## src/rtl/nv_nvdla_glb_cacc_intr_collector.sv

```systemverilog
// GLB-side collector for the CACC done-interrupt channel.
// Retimes the 2-bit done pd, latches sticky W1C status/overflow bits per
// ping-pong group, keeps saturating done counters and drives a registered,
// maskable level interrupt toward the core interrupt aggregator.
module nv_nvdla_glb_cacc_intr_collector #(
    parameter int IN_STAGES = 2,
    parameter int CNT_W     = 8
) (
    input  logic             nvdla_core_clk,
    input  logic             nvdla_core_rst,
    input  logic [1:0]       cacc2glb_done_intr_dst_pd,
    input  logic             reg_mask_wr_en,
    input  logic [1:0]       reg_mask_wr_data,
    input  logic             reg_status_clr_en,
    input  logic [1:0]       reg_status_clr_data,
    input  logic             reg_cnt_clr,
    output logic [1:0]       intr_status,
    output logic [1:0]       intr_mask,
    output logic [1:0]       intr_ovf,
    output logic [CNT_W-1:0] done_cnt0,
    output logic [CNT_W-1:0] done_cnt1,
    output logic             core_intr
);

    // Increment that holds at all-ones instead of wrapping.
    function automatic logic [CNT_W-1:0] sat_inc(input logic [CNT_W-1:0] v);
        return (&v) ? v : v + 1'b1;
    endfunction

    logic [1:0]       evt;
    logic [1:0]       clr;
    logic [1:0]       status_nxt;
    logic [1:0]       ovf_nxt;
    logic [1:0]       mask_nxt;
    logic [CNT_W-1:0] cnt0_nxt;
    logic [CNT_W-1:0] cnt1_nxt;

    // ---- retime stage: pd delayed IN_STAGES cycles becomes evt ----
    generate
        if (IN_STAGES == 0) begin : g_bypass
            assign evt = cacc2glb_done_intr_dst_pd;
        end else begin : g_retime
            logic [1:0] pd_p [IN_STAGES];

            // Shift the done pulses through the retiming flops.
            always_ff @(posedge nvdla_core_clk or posedge nvdla_core_rst) begin
                if (nvdla_core_rst) begin
                    for (int i = 0; i < IN_STAGES; i++) pd_p[i] <= '0;
                end else begin
                    pd_p[0] <= cacc2glb_done_intr_dst_pd;
                    for (int i = 1; i < IN_STAGES; i++) pd_p[i] <= pd_p[i-1];
                end
            end

            assign evt = pd_p[IN_STAGES-1];
        end
    endgenerate

    assign clr = {2{reg_status_clr_en}} & reg_status_clr_data;

    // ---- status / overflow / mask / counter next-state ----
    // Next-state for all sticky state; an event wins over a same-cycle clear,
    // and a clear that coincides with an event consumes the old one (no ovf).
    always_comb begin
        status_nxt = intr_status;
        ovf_nxt    = intr_ovf;
        for (int g = 0; g < 2; g++) begin
            if (evt[g])      status_nxt[g] = 1'b1;
            else if (clr[g]) status_nxt[g] = 1'b0;

            if (evt[g] && intr_status[g] && !clr[g]) ovf_nxt[g] = 1'b1;
            else if (clr[g])                         ovf_nxt[g] = 1'b0;
        end

        mask_nxt = reg_mask_wr_en ? reg_mask_wr_data : intr_mask;

        cnt0_nxt = done_cnt0;
        cnt1_nxt = done_cnt1;
        if (reg_cnt_clr) begin
            cnt0_nxt = '0;
            cnt1_nxt = '0;
        end else begin
            if (evt[0]) cnt0_nxt = sat_inc(done_cnt0);
            if (evt[1]) cnt1_nxt = sat_inc(done_cnt1);
        end
    end

    // ---- register stage: state and interrupt output ----
    // core_intr uses the values being registered so it rises with status.
    always_ff @(posedge nvdla_core_clk or posedge nvdla_core_rst) begin
        if (nvdla_core_rst) begin
            intr_status <= '0;
            intr_ovf    <= '0;
            intr_mask   <= '0;
            done_cnt0   <= '0;
            done_cnt1   <= '0;
            core_intr   <= 1'b0;
        end else begin
            intr_status <= status_nxt;
            intr_ovf    <= ovf_nxt;
            intr_mask   <= mask_nxt;
            done_cnt0   <= cnt0_nxt;
            done_cnt1   <= cnt1_nxt;
            core_intr   <= |(status_nxt & ~mask_nxt);
        end
    end

endmodule
```

## config.mk

```make
export PLATFORM = sky130hd
export DESIGN_NAME = nv_nvdla_glb_cacc_intr_collector
export DESIGN_NICKNAME = d
export VERILOG_FILES = /design/src/rtl/nv_nvdla_glb_cacc_intr_collector.sv
export SDC_FILE = /design/constraint.sdc
export NUM_CORES = 1
export LEC_CHECK = 0
export ABC_AREA = 1
export BUFFER_PORTS_ARGS = -buffer_cell sky130_fd_sc_hd__buf_2
export CAP_MARGIN = 15
export CORE_ASPECT_RATIO = 0.6
export CORE_MARGIN = 5
export CORE_UTILIZATION = 52
export CTS_CLUSTER_DIAMETER = 120
export DETAILED_ROUTE_END_ITERATION = 8
export PLACE_DENSITY = 0.81
export RECOVER_POWER = 50
export SETUP_SLACK_MARGIN = 0.05
export SLEW_MARGIN = 15
export SYNTH_ARGS = -nofsm -noshare
export SYNTH_HDL_FRONTEND = slang
export SYNTH_SLANG_ARGS = --single-unit
```

## constraint.sdc

```tcl
create_clock -name nvdla_core_clk -period 1.59 [get_ports nvdla_core_clk]
set_clock_uncertainty 0.05 [all_clocks]
set_input_delay 0.2385 -clock nvdla_core_clk [delete_from_list [all_inputs] [get_ports nvdla_core_clk]]
set_output_delay 0.2385 -clock nvdla_core_clk [all_outputs]
set_load 0.02 [all_outputs]
```

==> flow_metrics.env, run 1 <==
export IMPL_clkTransAtPathRegs_ps=100
export IMPL_required_ps=1760
export IMPL_routed_wl_um=3040
export IMPL_hpwl_um=2290
export IMPL_post_place_ws_ps=179
export IMPL_crit_path_end_kind="register"
export IMPL_sw_frac_of_total=0.276
export IMPL_grt_overflow=0
export IMPL_rsz0062_at_grt="false"
export IMPL_fillCellCount=217
export IMPL_critPathArrivalTime_ps=1590
export IMPL_fp_coreArea_um2=2520
export IMPL_setup_viol=0
export IMPL_grt_pass1_vias=1112
export IMPL_vias_per_cell=5.07
export IMPL_holdPathEnd="intr_mask[0]$_DFF_PP0_"
export IMPL_period_minus_slack_ps=1420
export IMPL_drive_above_1_share=0.248
export IMPL_p_seq_frac=0.560
export IMPL_drt_iter0_drc=118
export IMPL_die_w_um=76.6
export IMPL_power_density_nw_per_um2=787
export IMPL_hp_start="reg_mask_wr_data[0]"
export IMPL_netlist_area_um2=1380
export IMPL_crit_path_start_kind="register"
export IMPL_ys_ff_latch=27
export IMPL_setup_slack_ps=171
export IMPL_ys_types=20
export IMPL_seqCellArea_um2=676
export IMPL_ir_drop_mv=0.554
export IMPL_pin_count=34
export IMPL_critical_path_max_fanout=10
export IMPL_finalMaxSlewViolations=0
export IMPL_grt_max_degree=28
export IMPL_yosysTopAreaCell="dfrtp_1"
export IMPL_dr_pass1_iters=4
export IMPL_cap_violations=0
export IMPL_grt_usage=0.169
export IMPL_fin_setup_tns_ps=0
export IMPL_clkPwrFrac=0.311
export IMPL_final_core_util=0.668
export IMPL_finalHoldViolCount=0
export IMPL_clk_latency_ps=280
export IMPL_std_cell_rows=14
export IMPL_wl_per_cell_um=12.2
export IMPL_cts_made_buffers=3
export IMPL_diodes=0
export IMPL_nets=232
export IMPL_p_int_mw=0.960
export IMPL_yosysTopAreaCellShare=0.488
export IMPL_synth_warnings=0
export IMPL_combPwrFrac=0.128
export IMPL_cts_root_buf="clkbuf_8"
export IMPL_ant_nets=0
export IMPL_htree_levels=1
export IMPL_tightest_slew_ps=651
export IMPL_cts_sinks=27
export IMPL_status="complete, no violations"
export IMPL_cp_slowest_stage_delay_ps=440
export IMPL_finalCritPeriodShare=0.893
export IMPL_slew_headroom=0.566
export IMPL_holdCritPathClass="input port to register"
export IMPL_switchingPower_mw=0.366
export IMPL_io_buffers=33
export IMPL_fmaxAchievable_mhz=705
export IMPL_vias=1268
export IMPL_syn_nets=190
export IMPL_r2r_end="done_cnt0[4]$_DFFE_PP0P_"
export IMPL_hold_depth=3
export IMPL_drc=0
export IMPL_postSynthAreaPerCell_um2=7.82
export IMPL_ys_seq_area_frac=0.488
export IMPL_worstReg2RegStart="done_cnt0[0]$_DFFE_PP0P_"
export IMPL_power_leakage_nw=0.940
export IMPL_r2r_slack_ps=170
export IMPL_die_h_um=50.0
export IMPL_synth_area_leaders="dfrtp_1 49%, nand2_1 17%, nand3_1 9.0%"
export IMPL_area_growth_pct=21.7
export IMPL_die_area_um2=3830
export IMPL_grt_pass1_wl_um=5090
export IMPL_worstSetupPathType="register to register"
export IMPL_multiInputGateArea_um2=639
export IMPL_initial_utilization=0.549
export IMPL_crit_path_cell_trace="ha_1 -> nand2_2 -> nor2_4 -> nand2_4 -> nand2_8 -> nor2_4 -> nand2_1 -> nand2_1"
export IMPL_antenna_found_initial=0
export IMPL_critPathSlowestCell="dfrtp_1"
export IMPL_synthCells=177
export IMPL_rr_worst_depth=8
export IMPL_cts_tree="done"
export IMPL_gp_congestion=0.902
export IMPL_cts_buffer_depth=2
worst max-delay path: cells and delay by family (launching register included):
| family | cells | cell delay (ps) |
|---|---|---|
| and+or+nand+nor | 7 | 620 |
| adders and majority gates | 1 | 250 |
| DFF | 1 | 440 |
synthesized netlist by cell type:
cell type and count:
o21ai_0 4, nand3b_1 2, buf_2 2, dfrtp_1 27
nand2_2 3, nand4_1 1, ha_1 2, o21ai_1 3
nand2_4 2, xor2_1 1, nor2_2 3, inv_2 3
o21bai_1 2, nand2_8 1, nand2_1 61, nand3_1 25
nor2_4 2, nor2_1 18, inv_1 14, a21oi_1 1
layer usage:
layer  wire (um)  vias up  GRT usage
li1            -      645          -
met1        1480      576      0.226
met2        1300       41      0.253
met3         216        6     0.0636
met4          42        0     0.0581
met5           0        -          0
state kept, by name (all words and copies together), names as in the netlist:
signal / count
intr_mask: 2
done_cnt0: 8
core_intr: 1
g_retime.pd_p: 2
evt: 2
done_cnt1: 8
intr_ovf: 2
intr_status: 2
logic make-up after synthesis:
| group | share of synthesized area |
|---|---|
| fa+ha+maj | 0.0181 |
| buf+inv | 0.0533 |
| xor+xnor | 0.00633 |
| flops | 0.488 |
| simple gates | 0.394 |
| compound gates | 0.0398 |
layout by cell type (no fill, tap or decap):
master and instances:
o21bai_1 2, nand2_1 61, dfrtp_1 27, dlygate4sd3_1 3, nor2_4 3, nand4_1 1, xor2_1 1, clkbuf_2 1
nand2_2 3, inv_2 3, buf_2 33, a21oi_1 1, o21ai_0 4, nand2_8 1, inv_1 14, buf_4 2
nand2_4 2, o21ai_1 3, nor2_2 2, clkbuf_8 3, ha_1 2, nor2_1 18, inv_6 1, nand3_1 25
nand3b_1 2
how the worst max path moves through the flow:
stage,startpoint,to,slack (ps),cells past startpoint
floorplan,done_cnt0[1]$_DFFE_PP0P_,done_cnt0[3]$_DFFE_PP0P_,210,8
finish,done_cnt0[0]$_DFFE_PP0P_,done_cnt0[4]$_DFFE_PP0P_,170,8
global route,done_cnt0[0]$_DFFE_PP0P_,done_cnt0[0]$_DFFE_PP0P_,70,8
detailed placement,done_cnt0[0]$_DFFE_PP0P_,done_cnt0[4]$_DFFE_PP0P_,180,8
CTS,done_cnt0[0]$_DFFE_PP0P_,done_cnt0[4]$_DFFE_PP0P_,150,8
global placement,done_cnt0[0]$_DFFE_PP0P_,done_cnt0[7]$_DFFE_PP0P_,240,8
cell type report:
| type | instances | share of cell area |
|---|---|---|
| Clock buffer | 3 | 0.0245 |
| Clock inverter | 1 | 0.00520 |
| Inverter | 17 | 0.0379 |
| Multi-Input combinational cell | 131 | 0.380 |
| Sequential cell | 27 | 0.401 |
| Tap cell | 32 | 0.0238 |
| Timing Repair Buffer | 39 | 0.128 |
timing repair:
item	CTS	global route
gates resized for setup	0	1
hold buffers	1	2
buffers inserted	0	1
hold endpoints to repair	27	2
setup endpoints to repair	0	4
metrics by stage:
stage / instances / hold WS, ps / power (mW) / cell area [um2]
6_report: 250 / 132 / 1.33 / 1680
5_1_grt: 250 / 148 / 1.40 / 1680
4_1_cts: 247 / 1.56 / 1.34 / 1650
3_5_place_dp: 242 / 261 / 0.920 / 1590
3_3_place_gp: 242 / 256 / 0.914 / 1590
2_1_floorplan: 177 / 220 / 0.855 / 1380
power by group through the flow:
stage               Sequential (mW)  Combinational [mW]  Clock (mW)
finish                        0.743               0.170       0.413
global route                  0.747               0.192       0.462
CTS                           0.742               0.167       0.426
detailed placement            0.755               0.166           0
global placement              0.753               0.161           0
floorplan                     0.785              0.0690           0
Note: power is estimated with default switching activity, not from simulation.
==> inputs of run 2 (changes only) <==
--- a/config.mk
+++ b/config.mk
@@ -5,15 +5,14 @@
 export SDC_FILE = /design/constraint.sdc
 export NUM_CORES = 1
 export LEC_CHECK = 0
-export ABC_AREA = 1
-export BUFFER_PORTS_ARGS = -buffer_cell sky130_fd_sc_hd__buf_2
+export ABC_AREA = 0
 export CAP_MARGIN = 15
 export CORE_ASPECT_RATIO = 0.6
-export CORE_MARGIN = 5
-export CORE_UTILIZATION = 52
+export CORE_UTILIZATION = 61
 export CTS_CLUSTER_DIAMETER = 120
 export DETAILED_ROUTE_END_ITERATION = 8
-export PLACE_DENSITY = 0.81
+export DONT_BUFFER_PORTS = 1
+export PLACE_DENSITY = 0.8
 export RECOVER_POWER = 50
 export SETUP_SLACK_MARGIN = 0.05
 export SLEW_MARGIN = 15
==> flow_metrics.env, run 2 <==
export IMPL_status="complete, no violations"
export IMPL_critPathArrivalTime_ps=1710
export IMPL_crit_path_end_kind="register"
export IMPL_antenna_found_initial=0
export IMPL_holdCritPathClass="input port to register"
export IMPL_tightest_slew_ps=658
export IMPL_die_h_um=38.1
export IMPL_switchingPower_mw=0.354
export IMPL_finalCritPeriodShare=0.956
export IMPL_finalMaxSlewViolations=0
export IMPL_worstSetupPathType="register to register"
export IMPL_period_minus_slack_ps=1520
export IMPL_largest_registers="done_cnt0: 8 flops, done_cnt1: 8 flops"
export IMPL_synth_warnings=0
export IMPL_mostFrequentLayoutCell="dfrtp_1"
export IMPL_vias_per_cell=6.21
export IMPL_cts_root_buf="clkbuf_4"
export IMPL_synth_area_leaders="dfrtp_1 51%, a21oi_1 4.5%, mux2_4 3.4%"
export IMPL_fmaxAchievable_mhz=658
export IMPL_fp_coreArea_um2=1940
export IMPL_grt_pass1_vias=1051
export IMPL_syn_nets=131
export IMPL_cts_sinks=27
export IMPL_htree_levels=1
export IMPL_crit_path_start_kind="register"
export IMPL_mostFrequentLayoutCells="23 x dfrtp_1, 19 x buf_4, 11 x a21oi_1"
export IMPL_ys_seq_area_frac=0.511
export IMPL_finalHoldViolCount=0
export IMPL_fin_setup_tns_ps=0
export IMPL_dr_pass1_iters=4
export IMPL_sw_frac_of_total=0.283
export IMPL_rsz0062_at_grt="true"
export IMPL_pin_count=34
export IMPL_combPwrFrac=0.121
export IMPL_required_ps=1780
export IMPL_area_growth_pct=20.9
export IMPL_finalPower_mw=1.25
export IMPL_die_w_um=62.1
export IMPL_vias=1068
export IMPL_hpwl_um=2180
export IMPL_std_cell_rows=12
export IMPL_grt_pass1_wl_um=4820
export IMPL_netlist_top_cells_count="27 x dfrtp_1, 12 x a21oi_1, 7 x inv_1, 5 x nor2b_1, 5 x nor3_1"
export IMPL_postSynthAreaPerCell_um2=11.2
export IMPL_nets=158
export IMPL_initial_utilization=0.682
export IMPL_setup_viol=0
export IMPL_slew_headroom=0.561
export IMPL_ys_types=39
export IMPL_synthFlopType="dfrtp_1"
export IMPL_synth_edf_count=0
export IMPL_power_leakage_nw=0.689
export IMPL_die_area_um2=2360
export IMPL_ir_drop_mv=0.755
export IMPL_clkTransAtPathRegs_ps=160
export IMPL_drive_above_1_share=0.326
export IMPL_critical_path_max_fanout=8
export IMPL_yosysTopAreaCellShare=0.511
export IMPL_clkPwrFrac=0.260
export IMPL_wl_per_cell_um=18.8
export IMPL_gp_congestion=0.790
export IMPL_yosysTopAreaCell="dfrtp_1"
export IMPL_p_seq_frac=0.619
export IMPL_io_buffers=0
export IMPL_r2r_slack_ps=70
export IMPL_grt_usage=0.301
export IMPL_ys_ff_latch=27
export IMPL_postPlaceCellArea_um2=1470
export IMPL_ys_async_sr_fraction=1.00
export IMPL_yosysMostFrequentCell="dfrtp_1"
export IMPL_ant_nets=0
export IMPL_grt_max_degree=28
export IMPL_p_int_mw=0.897
export IMPL_drt_iter0_drc=57
export IMPL_cap_violations=0
export IMPL_cts_made_buffers=3
export IMPL_clk_latency_ps=340
export IMPL_cts_tree="done"
export IMPL_design_area_um2=1600
export IMPL_cts_buffer_depth=2
export IMPL_drc=0
export IMPL_diodes=0
export IMPL_grt_overflow=0
export IMPL_netlist_area_um2=1320
export IMPL_holdWs_ps=5.79
export IMPL_routed_wl_um=3230
export IMPL_power_density_nw_per_um2=783
export IMPL_synthCells=118
## run 2: kinds of logic after synthesis
logic type	after synthesis	synth area share
AO/OA/AOI/OAI	30	0.165
AND/OR/NAND/NOR	39	0.181
adder cells (fa/ha/maj)	2	0.0189
multiplexers	7	0.0663
flip-flops	27	0.511
buffers and inverters	13	0.0578
## run 2: path summary, 6_finish.rpt
path	from	end	cells after the start
worst max-delay path	evt[1]$_DFF_PP0_	intr_ovf[1]$_DFFE_PP0P_	4
worst min-delay path	reg_cnt_clr	done_cnt1[1]$_DFFE_PP0P_	2
worst max register to register	evt[1]$_DFF_PP0_	intr_ovf[1]$_DFFE_PP0P_	4
worst min register to register	g_retime.pd_p[2]$_DFF_PP0_	evt[0]$_DFF_PP0_	0
max in group asynchronous	nvdla_core_rst	done_cnt1[0]$_DFFE_PP0P_	3
min in group asynchronous	nvdla_core_rst	intr_mask[0]$_DFF_PP0_	3
## run 2: timing repair
item                                    CTS  global route
hold endpoints to repair                 42             0
hold buffers                              8             0
endpoints found under the setup margin    2             4
pin swaps                                 0             1
resized for setup                         2             3
setup buffers                             0             1
## run 2: worst max-delay path: stages (launching register included)
cell	delay, ps
dfrtp_1	420
buf_4	170
a21oi_2	150
a21oi_1	60
dlygate4sd3_1	570
## run 2: per-layer routing
layer,wire length [um],part of all wire,track usage
met3,281,0.087,0.0946
met1,1330,0.41,0.404
met2,1570,0.49,0.492
met5,0,0,0
met4,41,0.013,0.0444
## run 2: power groups by stage
stage	clock network [mW]	registers, mW	logic [mW]
floorplan	0	0.791	0.0803
global placement	0	0.780	0.116
detailed placement	0	0.783	0.125
CTS	0.327	0.771	0.149
global route	0.344	0.778	0.164
finish	0.325	0.774	0.151
## run 2: area by class of cell
| class | count | area, um2 |
|---|---|---|
| multi-input cells | 78 | 597 |
| clock inverters | 1 | 8.76 |
| well taps | 28 | 35.0 |
| flip-flops and latches | 27 | 681 |
| fillers | 107 | 339 |
| repair buffers | 28 | 228 |
| clock buffers | 3 | 22.5 |
| inverters | 7 | 26.3 |
## run 2: per-stage QoR
| stage | utilization | std cells | worst slack, ps |
|---|---|---|---|
| 2_1_floorplan | - | 118 | 2.22 |
| 3_3_place_gp | 0.758 | 159 | 57.6 |
| 3_5_place_dp | 0.758 | 159 | 7.78 |
| 4_1_cts | 0.817 | 171 | 77.0 |
| 5_1_grt | 0.825 | 172 | 17.2 |
| 6_report | 0.825 | 172 | 69.8 |
==> inputs of run 3 (changes only) <==
--- a/config.mk
+++ b/config.mk
@@ -12,6 +12,7 @@
 export CTS_CLUSTER_DIAMETER = 120
 export DETAILED_ROUTE_END_ITERATION = 8
 export DONT_BUFFER_PORTS = 1
+export HOLD_SLACK_MARGIN = 0.02
 export PLACE_DENSITY = 0.8
 export RECOVER_POWER = 50
 export SETUP_SLACK_MARGIN = 0.05
==> constraint.sdc (replaced) <==
create_clock -name nvdla_core_clk -period 1.69 [get_ports nvdla_core_clk]
set_clock_uncertainty 0.05 [all_clocks]
set_input_delay 0.2535 -clock nvdla_core_clk [delete_from_list [all_inputs] [get_ports nvdla_core_clk]]
set_output_delay 0.2535 -clock nvdla_core_clk [all_outputs]
set_load 0.02 [all_outputs]
==> flow_metrics.env, run 3 (synthesis results as in run 2) <==
export IMPL_power_leakage_nw=0.688
export IMPL_grt_pass1_vias=1006
export IMPL_cts_sinks=27
export IMPL_holdCritPathClass="input port to register"
export IMPL_cp_depth=4
export IMPL_die_h_um=38.1
export IMPL_drc=0
export IMPL_antenna_found_initial=0
export IMPL_worstSetupPathType="register to register"
export IMPL_htree_levels=1
export IMPL_clkTransAtPathRegs_ps=160
export IMPL_tightest_slew_ps=630
export IMPL_cts_made_buffers=3
export IMPL_diodes=0
export IMPL_finalCritPeriodShare=0.908
export IMPL_drt_iter0_drc=60
export IMPL_pin_count=34
export IMPL_die_w_um=62.1
export IMPL_finalPower_mw=1.18
export IMPL_crit_path_end_kind="register"
export IMPL_vias=1062
export IMPL_initial_utilization=0.682
export IMPL_post_cts_setup_buffers=0
export IMPL_grt_usage=0.297
export IMPL_setup_viol=0
export IMPL_power_density_nw_per_um2=748
export IMPL_ant_nets=0
export IMPL_cts_buffer_depth=2
export IMPL_grt_max_degree=28
export IMPL_vias_per_cell=6.17
export IMPL_hold_depth=2
export IMPL_cts_tree="done"
export IMPL_hpwl_um=2150
export IMPL_rr_worst_depth=4
export IMPL_post_place_ws_ps=83.8
export IMPL_critPathSlowestCell="dfrtp_2"
export IMPL_io_buffers=0
export IMPL_finalMaxSlewViolations=0
export IMPL_cap_violations=0
export IMPL_setup_slack_ps=155
export IMPL_grt_overflow=0
export IMPL_wl_per_cell_um=18.4
export IMPL_die_area_um2=2360
export IMPL_finalHoldViolCount=0
export IMPL_rsz0062_at_grt="false"
export IMPL_crit_path_cell_trace="ha_2 -> and4_4 -> a21boi_4 -> mux2_4"
export IMPL_critPathArrivalTime_ps=1730
export IMPL_ir_drop_mv=0.684
export IMPL_area_growth_pct=19.1
export IMPL_fmaxAchievable_mhz=651
export IMPL_std_cell_rows=12
export IMPL_drive_above_1_share=0.264
export IMPL_critical_path_buf_inv_count=0
export IMPL_mostFrequentLayoutCells="25 x dfrtp_1, 16 x buf_4, 12 x a21oi_1"
export IMPL_status="complete, no violations"
export IMPL_crit_path_start_kind="register"
export IMPL_critPathTopFamily="flip-flops"
export IMPL_mostFrequentLayoutCell="dfrtp_1"
export IMPL_design_area_um2=1570
export IMPL_nets=158
export IMPL_fin_setup_tns_ps=0
export IMPL_critical_path_max_fanout=7
export IMPL_grt_pass1_wl_um=4710
export IMPL_slew_headroom=0.580
export IMPL_gp_congestion=0.813
export IMPL_postPlaceCellArea_um2=1450
export IMPL_fp_coreArea_um2=1940
export IMPL_clk_latency_ps=340
export IMPL_cp_slowest_stage_delay_ps=440
export IMPL_cts_root_buf="clkbuf_4"
export IMPL_required_ps=1890
export IMPL_dr_pass1_iters=4
export IMPL_routed_wl_um=3170
export IMPL_holdWs_ps=57.2
export IMPL_largest_registers="done_cnt0: 8 flops, done_cnt1: 8 flops"
export IMPL_period_minus_slack_ps=1540
[run 3: cell count changes in the layout (fill, tap and decap cells not counted), sizes merged]
cell         previous run  this run
clkbuf                  4         5
buf                    19        16
dlygate4sd3             8        10
[run 3: worst paths after layout]
| kind | from | end | slack, ps |
|---|---|---|---|
| worst min register to register | g_retime.pd_p[2]$_DFF_PP0_ | evt[0]$_DFF_PP0_ | 320 |
| worst min-delay path | reg_cnt_clr | done_cnt0[1]$_DFFE_PP0P_ | 60 |
| min in group asynchronous | nvdla_core_rst | evt[0]$_DFF_PP0_ | 460 |
| worst max register to register | done_cnt1[0]$_DFFE_PP0P_ | done_cnt1[0]$_DFFE_PP0P_ | 150 |
| worst max-delay path | done_cnt1[0]$_DFFE_PP0P_ | done_cnt1[0]$_DFFE_PP0P_ | 150 |
| max in group asynchronous | nvdla_core_rst | done_cnt1[0]$_DFFE_PP0P_ | 690 |
[run 3: area by class of cell]
class                           count  area (um2)
Fill cell                         118         363
Inverter                            7        26.3
Sequential cell                    27         678
Timing Repair Buffer               28         229
Clock buffer                        3        22.5
Multi-Input combinational cell     78         574
Clock inverter                      1        8.76
Tap cell                           28        35.0
[run 3: worst register-to-register path, cell delays in order, from the launching register on]
cell,delay (ps)
dfrtp_2,440
ha_2,210
and4_4,240
a21boi_4,180
mux2_4,320
[run 3: repair_timing]
item                                    in CTS  in global routing
endpoints found under the hold margin       45                  2
gates resized for setup                      0                  2
hold buffers                                 9                  1
endpoints found under the setup margin       0                  2
[run 3: per-layer routing]
layer / vias up / track usage / wire length (um)
li1: 491 / - / -
met1: 508 / 0.385 / 1360
met2: 58 / 0.487 / 1490
met3: 5 / 0.0878 / 290
met4: 0 / 0.0833 / 28
met5: - / 0 / 0
[run 3: through the flow]
step                      cells  utilization
after detailed placement    158        0.747
final                       172        0.813
after global routing        172        0.813
after global placement      158        0.747
after floorplan             118            -
after CTS                   171        0.809
[run 3: power by group]
part           switching, mW  internal, mW
registers             0.0447         0.677
clock network          0.213        0.0971
logic                 0.0778        0.0672
